### src/rtl/bsk_cmd_pkg.sv
// Shared types and sizing helpers for the command qualification stage.
package bsk_cmd_pkg;

  localparam int MAX_CH = 32;

  typedef enum logic [2:0] {
    WAIT_LOW = 3'd0,
    IDLE     = 3'd1,
    CONFIRM  = 3'd2,
    ACTIVE   = 3'd3,
    RELEASE  = 3'd4
  } ch_state_e;

  // Counter width able to hold the larger of the two duration limits.
  function automatic int cnt_w(input int confirm_cycles, input int release_cycles);
    int m;
    m = (confirm_cycles > release_cycles) ? confirm_cycles : release_cycles;
    return $clog2(m + 1);
  endfunction

endpackage

### src/rtl/cmd_confirm_if.sv
// Command/event bundle between the filter front end and the control logic.
interface cmd_confirm_if #(
  parameter int N_CH = 8
);
  logic [N_CH-1:0] cmd_in;
  logic            evt_clr;
  logic [N_CH-1:0] evt_clr_mask;
  logic [N_CH-1:0] cmd_out;
  logic [N_CH-1:0] evt;
  logic            irq;
  logic            err_multi;

  modport master (
    output cmd_in, evt_clr, evt_clr_mask,
    input  cmd_out, evt, irq, err_multi
  );

  modport slave (
    input  cmd_in, evt_clr, evt_clr_mask,
    output cmd_out, evt, irq, err_multi
  );
endinterface

### src/rtl/cmd_confirm_ch.sv
// One command channel: minimum-duration confirm on assert and release,
// with a WAIT_LOW state that ignores the input until its first low sample.
module cmd_confirm_ch
  import bsk_cmd_pkg::*;
#(
  parameter int CONFIRM_CYCLES = 4,
  parameter int RELEASE_CYCLES = 4
) (
  input  logic clk,
  input  logic aclr_n,
  input  logic cmd,
  output logic active,
  output logic enter
);

  localparam int CNT_W = cnt_w(CONFIRM_CYCLES, RELEASE_CYCLES);
  localparam logic [CNT_W-1:0] CNT_MAX   = '1;
  localparam logic [CNT_W-1:0] CONF_LAST = CNT_W'(CONFIRM_CYCLES - 1);
  localparam logic [CNT_W-1:0] REL_LAST  = CNT_W'(RELEASE_CYCLES - 1);

  ch_state_e        state_q, state_d;
  logic [CNT_W-1:0] cnt_q, cnt_d;

  // NOTE: sequential state uses non-blocking assignments so every register
  // samples the pre-edge values regardless of process ordering.
  always_ff @(posedge clk or negedge aclr_n) begin
    if (!aclr_n) begin
      state_q <= WAIT_LOW;
      cnt_q   <= '0;
    end else begin
      state_q <= state_d;
      cnt_q   <= cnt_d;
    end
  end

  // NOTE: defaults first so every path assigns state_d/cnt_d and no latch forms.
  always_comb begin
    state_d = state_q;
    cnt_d   = cnt_q;
    unique case (state_q)
      WAIT_LOW: if (!cmd) state_d = IDLE;
      IDLE: begin
        if (cmd) begin
          if (CONFIRM_CYCLES == 1) begin
            state_d = ACTIVE;
          end else begin
            state_d = CONFIRM;
            cnt_d   = CNT_W'(1);
          end
        end
      end
      CONFIRM: begin
        if (!cmd) begin
          state_d = IDLE;
          cnt_d   = '0;
        end else if (cnt_q == CONF_LAST) begin
          state_d = ACTIVE;
          cnt_d   = '0;
        end else if (cnt_q != CNT_MAX) begin
          cnt_d = cnt_q + 1'b1;
        end
      end
      ACTIVE: begin
        if (!cmd) begin
          if (RELEASE_CYCLES == 1) begin
            state_d = IDLE;
          end else begin
            state_d = RELEASE;
            cnt_d   = CNT_W'(1);
          end
        end
      end
      RELEASE: begin
        if (cmd) begin
          state_d = ACTIVE;
          cnt_d   = '0;
        end else if (cnt_q == REL_LAST) begin
          state_d = IDLE;
          cnt_d   = '0;
        end else if (cnt_q != CNT_MAX) begin
          cnt_d = cnt_q + 1'b1;
        end
      end
      default: begin
        state_d = WAIT_LOW;
        cnt_d   = '0;
      end
    endcase
  end

  assign active = (state_q == ACTIVE) || (state_q == RELEASE);
  // Only a fresh assertion counts; bridging a short low gap does not.
  assign enter  = ((state_q == IDLE) || (state_q == CONFIRM)) && (state_d == ACTIVE);

endmodule

### src/rtl/cmd_confirm.sv
// Command qualification top: N_CH confirm channels, sticky event flags, irq.
// Optional multi-command error flag enabled by CMD_CONFIRM_MULTI_ERR_EN.
module cmd_confirm
  import bsk_cmd_pkg::*;
#(
  parameter int N_CH           = 8,
  parameter int CONFIRM_CYCLES = 4,
  parameter int RELEASE_CYCLES = 4
) (
  input logic          clk,
  input logic          aclr_n,
  cmd_confirm_if.slave bus
);

  logic [N_CH-1:0] active;
  logic [N_CH-1:0] enter;
  logic [N_CH-1:0] evt_q;

  for (genvar i = 0; i < N_CH; i++) begin : g_ch
    cmd_confirm_ch #(
      .CONFIRM_CYCLES(CONFIRM_CYCLES),
      .RELEASE_CYCLES(RELEASE_CYCLES)
    ) u_ch (
      .clk   (clk),
      .aclr_n(aclr_n),
      .cmd   (bus.cmd_in[i]),
      .active(active[i]),
      .enter (enter[i])
    );
  end

  // A set on the same edge as a masked clear wins.
  always_ff @(posedge clk or negedge aclr_n) begin
    if (!aclr_n) begin
      evt_q <= '0;
    end else begin
      evt_q <= (evt_q & ~(bus.evt_clr_mask & {N_CH{bus.evt_clr}})) | enter;
    end
  end

  assign bus.cmd_out = active;
  assign bus.evt     = evt_q;
  assign bus.irq     = |evt_q;

`ifdef CMD_CONFIRM_MULTI_ERR_EN
  logic err_q;

  // x & (x-1) is nonzero exactly when two or more bits are set.
  always_ff @(posedge clk or negedge aclr_n) begin
    if (!aclr_n) begin
      err_q <= 1'b0;
    end else begin
      err_q <= |(active & (active - 1'b1));
    end
  end

  assign bus.err_multi = err_q;
`else
  assign bus.err_multi = 1'b0;
`endif

endmodule

### src/flat_wrapper.sv
// flat-port wrapper written by rule: the top's interface ports become plain ports
module cmd_confirm_flat import bsk_cmd_pkg::*;
#(
  parameter int N_CH           = 8,
  parameter int CONFIRM_CYCLES = 4,
  parameter int RELEASE_CYCLES = 4
)
  (clk, aclr_n, bus_cmd_in, bus_evt_clr, bus_evt_clr_mask, bus_cmd_out, bus_evt, bus_irq, bus_err_multi);
  cmd_confirm_if #(.N_CH(N_CH)) bus_i ();
  input logic clk;
  input logic aclr_n;
  input wire logic [$bits(bus_i.cmd_in)-1:0] bus_cmd_in;
  input wire logic [$bits(bus_i.evt_clr)-1:0] bus_evt_clr;
  input wire logic [$bits(bus_i.evt_clr_mask)-1:0] bus_evt_clr_mask;
  output wire logic [$bits(bus_i.cmd_out)-1:0] bus_cmd_out;
  output wire logic [$bits(bus_i.evt)-1:0] bus_evt;
  output wire logic [$bits(bus_i.irq)-1:0] bus_irq;
  output wire logic [$bits(bus_i.err_multi)-1:0] bus_err_multi;
  assign bus_i.cmd_in = bus_cmd_in;
  assign bus_i.evt_clr = bus_evt_clr;
  assign bus_i.evt_clr_mask = bus_evt_clr_mask;
  assign bus_cmd_out = bus_i.cmd_out;
  assign bus_evt = bus_i.evt;
  assign bus_irq = bus_i.irq;
  assign bus_err_multi = bus_i.err_multi;
  cmd_confirm #(.N_CH(N_CH), .CONFIRM_CYCLES(CONFIRM_CYCLES), .RELEASE_CYCLES(RELEASE_CYCLES)) u_core (.clk(clk), .aclr_n(aclr_n), .bus(bus_i));
endmodule
### config.mk
export PLATFORM = sky130hd
export DESIGN_NAME = cmd_confirm_flat
export DESIGN_NICKNAME = d
export VERILOG_FILES = /design/src/rtl/bsk_cmd_pkg.sv /design/src/rtl/cmd_confirm_if.sv /design/src/rtl/cmd_confirm_ch.sv /design/src/rtl/cmd_confirm.sv /design/src/flat_wrapper.sv
export SDC_FILE = /design/constraint.sdc
export NUM_CORES = 1
export LEC_CHECK = 0
export ABC_CLOCK_PERIOD_IN_PS = 3400
export CAP_MARGIN = 20
export CORE_MARGIN = 1.5
export CORE_UTILIZATION = 60
export DETAILED_ROUTE_END_ITERATION = 10
export GPL_TIMING_DRIVEN = 0
export HOLD_SLACK_MARGIN = 0.12
export PLACE_DENSITY = 0.92
export SYNTH_ARGS = -nofsm -noshare
export SYNTH_HDL_FRONTEND = slang
export SYNTH_SLANG_ARGS = --single-unit
export TNS_END_PERCENT = 20
### constraint.sdc
create_clock -name clk -period 3.4 [get_ports clk]
set_input_delay 0.51 -clock clk [delete_from_list [all_inputs] [get_ports clk]]
set_output_delay 0.51 -clock clk [all_outputs]
set_load 0.03 [all_outputs]
== Yosys cells after proc, flatten, opt, wreduce, memory -nomap -nowiden ==
Cells that the tools add are included.
Operators by class
  $add $sub $neg: 8
  equality and inequality tests: 72
  mux-type cells: 120
  bitwise gates (word level): 12
  reduce and logical (&&, ||, !) cells: 41
Operators by type and width (number)
  3-bit two-way mux: 104
  3-bit case mux with 5 select lines: 16
  3-bit by 2-bit equality test with 1-bit output, second input constant: 32
  2-bit inequality test, second input constant: 16
  3-bit by 1-bit adder with 3-bit output, second input constant: 8
  3-bit by 1-bit equality test with 1-bit output, second input constant: 8
  3-bit equality test, second input constant: 8
  3-bit zero test: 8
  3-bit inequality test, second input constant: 8
  3-bit AND reduction: 8
  8-bit AND: 2
  1-bit logical OR: 16
  1-bit logical AND: 8
  1-bit inverter: 8
  8-bit inverter: 1
  8-bit bitwise OR: 1
  8-bit OR reduction: 1
Storage, ports and cells
  register bits: 56
  input port bits: 19
  output and inout port bits: 18
  word-level logic and storage cells: 270

== Depth between registers and ports, before layout ==
Gate-level depths: netlist of run 1.
  depth after elaboration: 7
  mapped depth: 5
  mapped depth without buffers: 5

== Hierarchy ==
From an unflattened synthesis of run 1, not the netlist that was laid out.
Unflattened totals
  cell total of the unflattened synthesis: 427
  area total of the unflattened synthesis: 3841.2 um2
Modules (own cells, without submodules)
  cmd_confirm_ch at u_core.g_ch[3].u_ch ...: times used 5, cells an instance 50, area each 436.7 um2, sequential area each 150.1 um2
  cmd_confirm_ch at u_core.g_ch[0].u_ch ...: times used 3, cells an instance 49, area each 444.2 um2, sequential area each 150.1 um2
  cmd_confirm: times used 1, cells an instance 30, area each 325.3 um2, sequential area each 200.2 um2

== Worst setup path before layout of run 1 ==
Ideal clock, no wire load.
  path kind: flip-flop to output port
  start: reg u_core.g_ch[2].u_ch.state_q[0]
  end: out bus_cmd_out[2]
  arrival: 1.037 ns
  required time: 2.890 ns
  path slack: 1.853 ns
  cell stages (with the launch flop): 6
  path buffers: 2
  cell sequence: dfrtp_1 -> clkbuf_1 -> nor2_1 -> nand2_1 -> nand2_1 -> buf_4
Between the ends
  word-level cells in the longest chain between the ends: 2
  elaborated cells between the ends (all ways): 3
  classes of those cells: eq/ne (2); reduce/logical (1)
Ends and longest elaborated chain
  start: declaration: line cmd_confirm_ch.sv:21  | ch_state_e state_q, state_d;
  start signal: assignment: line cmd_confirm_ch.sv:31  | state_q <= state_d;
  3-bit by 2-bit equality test with 1-bit output or 3-bit equality test (tied branches): line cmd_confirm_ch.sv:91  | assign active = (state_q == ACTIVE) || (state_q == RELEASE);
  1-bit logical OR *: line cmd_confirm_ch.sv:91
  end: declaration: line flat_wrapper.sv:15  | output wire logic [$bits(bus_i.cmd_out)-1:0] bus_cmd_out;
Every way passes the cells marked *; elsewhere a longest branch is shown, timed or not.

== Worst setup path after layout of run 1 ==
Same ends and word-level chain as after synthesis.

==> summary.txt, run 1 <==
Die
  – Area of the core: 0.00592 mm2
  – Die height: 81.1 um
  – Core Rows: 28
  – Initial Util: 0.618
  – Horiz. Die Dim: 81.1 um
  – Die ar.: 0.00657 mm2
  – # IOs: 37

Drt
  – Iteration-0 DRC count of the detailed router: 124
  – Initial DRT Pass Iterations: 5
  – Via density per instance: between 5 and 6
  – Total number of vias: 3134
  – Residual DRC: 0
  – Wire per inst: 13.7 um
  – WL final: 7.44 mm
  – Final ANT Viol Nets: 0

Synth
  – Post-synthesis async set-or-reset flop share: 1.00
  – Syn avg cell area: 8.55 um2
  – Ys Warns: 0
  – Post-synth EDFFs: 0
  – Mapped Cells: 428
  – Mapped Area: 0.00366 mm2
  – Commonest register cell after synthesis: dfrtp_1
  – Flop and latch count out of synthesis: 56
  – Yosys top cell area share: 0.383
  – Dominant cells by area after synthesis: dfrtp_1 (38%), nand2_1 (4.9%), nor2b_1 (4.6%)
  – Register area share after synthesis: 0.383
  – Yosys cell types: 50
  – Net count after synthesis: 455
  – Largest area contributor in the netlist: dfrtp_1

Clock network
  – Worst-Skew Late Latency: between 300 and 400 ps
  – Htree depth: 2
  – CTS-repair resized insts: 0
  – CTS tree: built
  – CTS Buf Count: 5
  – Clk buf depth: 2
  – Clock sinks: 56
  – Clk pin slew, worst setup/hold paths: 100 ps
  – Setup bufs post-CTS: 0
  – Post-CTS Hold Fix Bufs: 0
  – Clock Root Buffer: clkbuf_8

Critical path
  – Critical path arrival: 2170 ps
  – Critical path's largest stage delay: between 600 and 700 ps
  – Family with the most delay on the worst path: buffers and inverters
  – Critical Path RT: 2890 ps
  – Crit path capture type: primary output
  – Buffers & Inverters on Critical Path: 3
  – Worst path most repeated cell: nand2_1
  – CP Launch Type: register
  – Slowest CP cell: clkdlybuf4s50_1
  – Worst-path fanout max: 10
  – Critical path cell sequence: clkbuf_1 -> nor2_1 -> nand2_1 -> nand2_1 -> buf_4 -> clkdlybuf4s50_1
  – WS Path Type: reg -> out

Timing
  – Skew final: approximately 3.4 ps
  – Post-route minimum period: 2680 ps
  – Worst slew margin: 0.590
  – Period Utilization, post-route: 0.788
  – RSZ-0062 raised after global routing: false
  – Post-Route Setup TNS: 0 ps
  – Max Clock Freq: 0.373 GHz
  – Setup-failing EPs final: 0
  – Worst-Margin Slew: 609 ps
  – Post-route setup slack: 721 ps
  – Final hold vios: 0
  – Slew Viols, Final: 0

Global route
  – Met1 global-route usage: 0.284
  – Met2 Use GR: 0.444
  – Global route hottest layer: met2
  – Number of global-route vias before repair: 2930
  – GRT Total Usage: 0.237
  – Met3 usage: 0.0326
  – Largest net degree at the start of global routing: 39
  – First-pass GRT wire length: 12.4 mm
  – Initial antenna violation count: 0
  – Overflow after GRT: 0

Power
  – Flop pwr share: 0.320
  – Pleak: around 1.9 nW
  – Internal power: around 1.9 mW
  – Peak VDD IR: 0.000438 V
  – Comb pwr share: 0.565
  – Net Switching: around 1.4 mW
  – Pwr Density: 789 mW/mm2
  – Net Sw Frac: 0.422
  – Total power: 3.28 mW
  – Clk pwr share: 0.115

Layout
  – Nets@finish: 493
  – Number of antenna diodes: 0
  – Post-route cell area: roughly 0.0042 mm2
  – Area delta synth->final: 13.7%
  – Non-filler cells, final: 542
  – Proportion of layout cells with a drive suffix above 1: 0.103

Outcome
  – Status: finished, final reports clean

Placement
  – I/O Buffers: 30
  – DP Cell Count: 534
  – Dpl cell area: 0.00407 mm2
  – Routability Congestion: a little under 0.9
  – Post-DP HPWL: 5.39 mm
  – Worst slack, placed: 1080 ps

Flow run
  – Max-Cap Viols: 0

Min path
  – Hold Crit Class: in -> async
## placed cells by master, fill, tap and decap left out, types with 4 or more instances in the layout
cell	instances
nor2b_1	27
inv_1	9
a21o_1	13
buf_4	13
a2111oi_0	4
ha_1	8
clkbuf_1	7
nand2b_1	11
xnor2_1	12
clkbuf_8	6
dfrtp_1	56
a21oi_1	23
and3_1	4
nand2_1	48
buf_2	13
clkdlybuf4s50_1	29
nand3_1	20
or3b_1	7
and2_1	6
nor2_1	35
nand3b_1	10
a32o_1	4
o21ai_0	30
buf_6	5
a21boi_1	5
o21a_1	14
## area by class of cell
type                       instances  area, um2
clock inverter                     2       10.0
inverter                           9       33.8
buffer                            37        240
multi-input combinational        326       1980
timing repair buffer              31        315
sequential                        56       1400
tap                               75       93.8
fill                             447       1760
clock buffer                       6       82.6
## synth_stat cells (all sizes together), types with 2 or more instances
master	count
and2	6
nor3b	2
nor2b	29
or2	3
a21oi	25
xor2	2
a222oi	3
a21o	13
o21ai	31
clkbuf	7
a22o	2
nor2	35
o21a	14
a32o	4
o21bai	3
nand2b	11
nand3	20
xnor2	12
a211oi	2
dfrtp	56
ha	8
a2111oi	4
or3b	7
and3	4
o22ai	3
inv	9
nor4	2
nand3b	10
a21boi	7
a221o	3
nor3	2
buf	30
nand2	48
## power groups by stage
stage | logic, mW | registers [mW] | clock network [mW]
after floorplan | 1.41 | 1.03 | 0
after global placement | 1.74 | 1.04 | 0
after detailed placement | 1.84 | 1.06 | 0
after CTS | 1.85 | 1.05 | 0.385
after global routing | 2.07 | 1.08 | 0.413
final | 1.85 | 1.05 | 0.379
## state kept, by name, indices dropped and copies added (netlist names)
register                  count
u_core.bus.evt                8
u_core.g_ch.u_ch.cnt_q       24
u_core.g_ch.u_ch.state_q     24
## stage by stage
step | utilization | hold WS [ps]
6_report | 0.703 | 140
2_1_floorplan | - | 214
5_1_grt | 0.703 | 162
3_5_place_dp | 0.687 | 490
3_3_place_gp | 0.684 | 485
4_1_cts | 0.703 | 151
## logic make-up (layout without fill, tap and decap cells)
kind of cell	count (synthesis)	after routing	share of synthesized area
AND/OR/NAND/NOR	181	181	0.256
AO/OA/AOI/OAI	122	122	0.224
flip-flops	56	56	0.383
buffers and inverters	46	85	0.0749
XOR/XNOR	14	14	0.0335
adder cells (fa/ha/maj)	8	8	0.0274
other	1	1	0.00103
## layer usage
metal | wire length (um) | vias up | share of wire
met5 | 0 | - | 0
met4 | 29 | 0 | 0.0039
met3 | 293 | 4 | 0.039
met2 | 3780 | 73 | 0.51
met1 | 3330 | 1499 | 0.45
li1 | - | 1558 | -
## worst paths after layout
path,from,end,slack (ps),depth (start not counted)
max,u_core.g_ch[2].u_ch.state_q[0]$_DFF_PN0_,bus_cmd_out[2],720,6
min,aclr_n,u_core.g_ch[3].u_ch.cnt_q[1]$_DFFE_PN0P_,140,1
max reg2reg,u_core.g_ch[4].u_ch.cnt_q[0]$_DFFE_PN0P_,u_core.g_ch[4].u_ch.cnt_q[0]$_DFFE_PN0P_,1800,5
min reg2reg,u_core.g_ch[7].u_ch.cnt_q[1]$_DFFE_PN0P_,u_core.g_ch[7].u_ch.cnt_q[1]$_DFFE_PN0P_,520,1
max in group asynchronous,aclr_n,u_core.g_ch[0].u_ch.state_q[2]$_DFF_PN0_,2710,2
min in group clk,bus_cmd_in[7],u_core.g_ch[7].u_ch.state_q[2]$_DFF_PN0_,390,2
Power figures use the tool's default switching activity.
==> run 2, diff against run 1 <==
ABC_CLOCK_PERIOD_IN_PS = 2500   (was 3400)
CORE_UTILIZATION = 57   (was 60)
PLACE_DENSITY = 0.89   (was 0.92)
clock period = 2.5 ns   (was 3.4 ns; I/O delays follow)
==> run 2 against run 1 <==
- worst setup slack got worse by 560 ps
- via count decreased by 1.1%
- sequential power increased by 35%
- die area increased by 5.1%
- sequential share of layout area decreased by 0.23 points
- non-clock buffer count increased by 1
==> summary.txt, run 2 (same netlist as run 1, synthesis figures left out) <==
Drt
  – Final ANT Viol Nets: 0
  – Met3 WL: between 200 and 300 um
  – Residual DRC: 0
  – WL final: 7.23 mm
  – Wire length on met2: between 3 and 4 mm
  – Highest metal used: met4
  – Via density per instance: 5.68
  – Wire per inst: 13.3 um
  – Iteration-0 DRC count of the detailed router: approximately 140
  – Total number of vias: 3098
  – Initial DRT Pass Iterations: 4
  – Post-Route M1 WL: 3.30 mm

Power
  – Pwr Density: between 1000 and 1500 mW/mm2
  – Clk pwr share: 0.132
  – Pleak: 1.93 nW
  – Comb pwr share: 0.553
  – Flop pwr share: 0.315
  – Net Switching: between 1.5 and 2 mW
  – Internal power: 2.64 mW
  – Net Sw Frac: 0.415
  – Peak VDD IR: 0.000577 V

Clock network
  – Htree depth: 2
  – CTS Buf Count: 5
  – Clock Root Buffer: clkbuf_8
  – Worst-Skew Late Latency: 310 ps
  – Clk buf depth: 2
  – CTS tree: built
  – Clk pin slew, worst setup/hold paths: 90 ps
  – Setup bufs post-CTS: 0
  – Clock sinks: 56

Outcome
  – Status: finished, final reports clean

Layout
  – Proportion of layout cells with a drive suffix above 1: 0.107
  – Final core occ: 0.667
  – Most frequent cells in the layout: dfrtp_1 (56), nand2_1 (48), nor2_1 (35)
  – Most common cell after layout, fill and taps aside: dfrtp_1
  – Post-route cell area: 0.00419 mm2
  – Nets@finish: roughly 490
  – Number of antenna diodes: 0
  – Area delta synth->final: 14.5%
  – # fillers: 518

Die
  – Horiz. Die Dim: roughly 83 um
  – # IOs: 37
  – Area of the core: 0.00628 mm2
  – Core Rows: 29
  – Die height: 83.1 um
  – Die ar.: 0.00691 mm2
  – Initial Util: 0.583

Timing
  – RSZ-0062 raised after global routing: false
  – Slew Viols, Final: 0
  – Skew final: between 4 and 5 ps
  – Final hold vios: 0
  – Max Clock Freq: between 0.4 and 0.5 GHz
  – Worst slew margin: 0.641
  – Setup-failing EPs final: 0
  – Period Utilization, post-route: 0.937
  – Worst-Margin Slew: 525 ps
  – Post-route minimum period: about 2300 ps
  – Hold slack: 246 ps
  – Post-Route Setup TNS: 0 ps
  – Post-route setup slack: about 160 ps

Flow run
  – Max-Cap Viols: 0

Placement
  – Worst slack, placed: 365 ps
  – I/O Buffers: 30
  – Post-DP HPWL: 5.26 mm
  – Dpl cell area: 0.00407 mm2
  – Routability Congestion: between 0.8 and 0.9

Critical path
  – Crit path capture type: primary output
  – Internal reg-to-reg setup slack: 820 ps
  – CP Launch Type: register
  – Worst r2r path cells: 5
  – Reg-to-Reg End: u_core.g_ch[4].u_ch.cnt_q[0]$_DFFE_PN0P_
  – Crit path from: u_core.bus.evt[5]$_DFF_PN0_
  – Worst setup path endpoint: bus_irq
  – WS Path Type: reg -> out
  – Critical path arrival: 1970 ps
  – R2r startpoint: u_core.g_ch[4].u_ch.cnt_q[0]$_DFFE_PN0P_
  – Worst-path fanout max: 3
  – Critical Path RT: between 2000 and 2500 ps

Global route
  – Largest net degree at the start of global routing: 37
  – Number of global-route vias before repair: 2955
  – First-pass GRT wire length: 12.6 mm
  – GRT Total Usage: 0.218
  – Overflow after GRT: 0
  – Initial antenna violation count: 0

Min path
  – Hold Crit Class: in -> reg
## run 2: cell types whose count changed in the layout (fill, tap and decap cells not counted)
| cell | previous run | this run |
|---|---|---|
| clkdlybuf4s50_1 | 29 | 26 |
| buf_4 | 13 | 15 |
| bufinv_16 | 0 | 1 |
| clkbuf_8 | 6 | 5 |
| clkinv_2 | 2 | 1 |
| clkinvlp_4 | 0 | 1 |
| dlygate4sd3_1 | 0 | 1 |
| dlymetal6s2s_1 | 0 | 1 |
## run 2: per-layer routing
layer,GRT usage,vias up
li1,-,1557
met1,0.275,1474
met2,0.378,60
met3,0.0408,7
met4,0.0697,0
met5,0,-
## run 2: critical path: stages (launching register included)
cell	delay (ps)
dfrtp_1	430
nor4_1	510
nand2_1	110
clkdlybuf4s50_1	610
## run 2: per-stage QoR
stage / std cells / power (mW)
after floorplan: 428 / 3.33
after global placement: 535 / 3.79
after detailed placement: 536 / 3.92
after CTS: 545 / 4.53
after global routing: 545 / 4.89
final: 545 / 4.52
## run 2: worst min-delay path by stage
| stage | start | endpoint | depth (start not counted) |
|---|---|---|---|
| after detailed placement | aclr_n | u_core.g_ch[3].u_ch.cnt_q[1]$_DFFE_PN0P_ | 1 |
| final | bus_cmd_in[7] | u_core.g_ch[7].u_ch.state_q[2]$_DFF_PN0_ | 2 |
| after global routing | bus_cmd_in[7] | u_core.g_ch[7].u_ch.state_q[2]$_DFF_PN0_ | 2 |
| after floorplan | aclr_n | u_core.bus.evt[0]$_DFF_PN0_ | 0 |
| after global placement | u_core.g_ch[2].u_ch.cnt_q[1]$_DFFE_PN0P_ | u_core.g_ch[2].u_ch.cnt_q[1]$_DFFE_PN0P_ | 1 |
| after CTS | bus_cmd_in[7] | u_core.g_ch[7].u_ch.state_q[2]$_DFF_PN0_ | 2 |
## run 2: layout make-up
type,instances,area (um2),share of cell area
multi-input combinational,326,1980,0.473
sequential,56,1400,0.335
timing repair buffer,32,323,0.0771
buffer,37,240,0.0573
tap,77,96.3,0.0230
clock buffer,5,68.8,0.0164
clock inverter,3,42.5,0.0102
inverter,9,33.8,0.00806
## run 2: power groups by stage
stage               Clock, mW  Combinational (mW)  Sequential (mW)
floorplan                   0                1.92             1.41
global placement            0                2.37             1.41
detailed placement          0                2.49             1.43
CTS                     0.615                2.50             1.42
global route            0.645                2.78             1.47
finish                  0.595                2.50             1.42
## run 2: timing repair
item,in CTS,in global routing
endpoints found under the setup margin,0,3
endpoints found under the hold margin,20,0
gates resized for setup,0,3
hold buffers,1,0
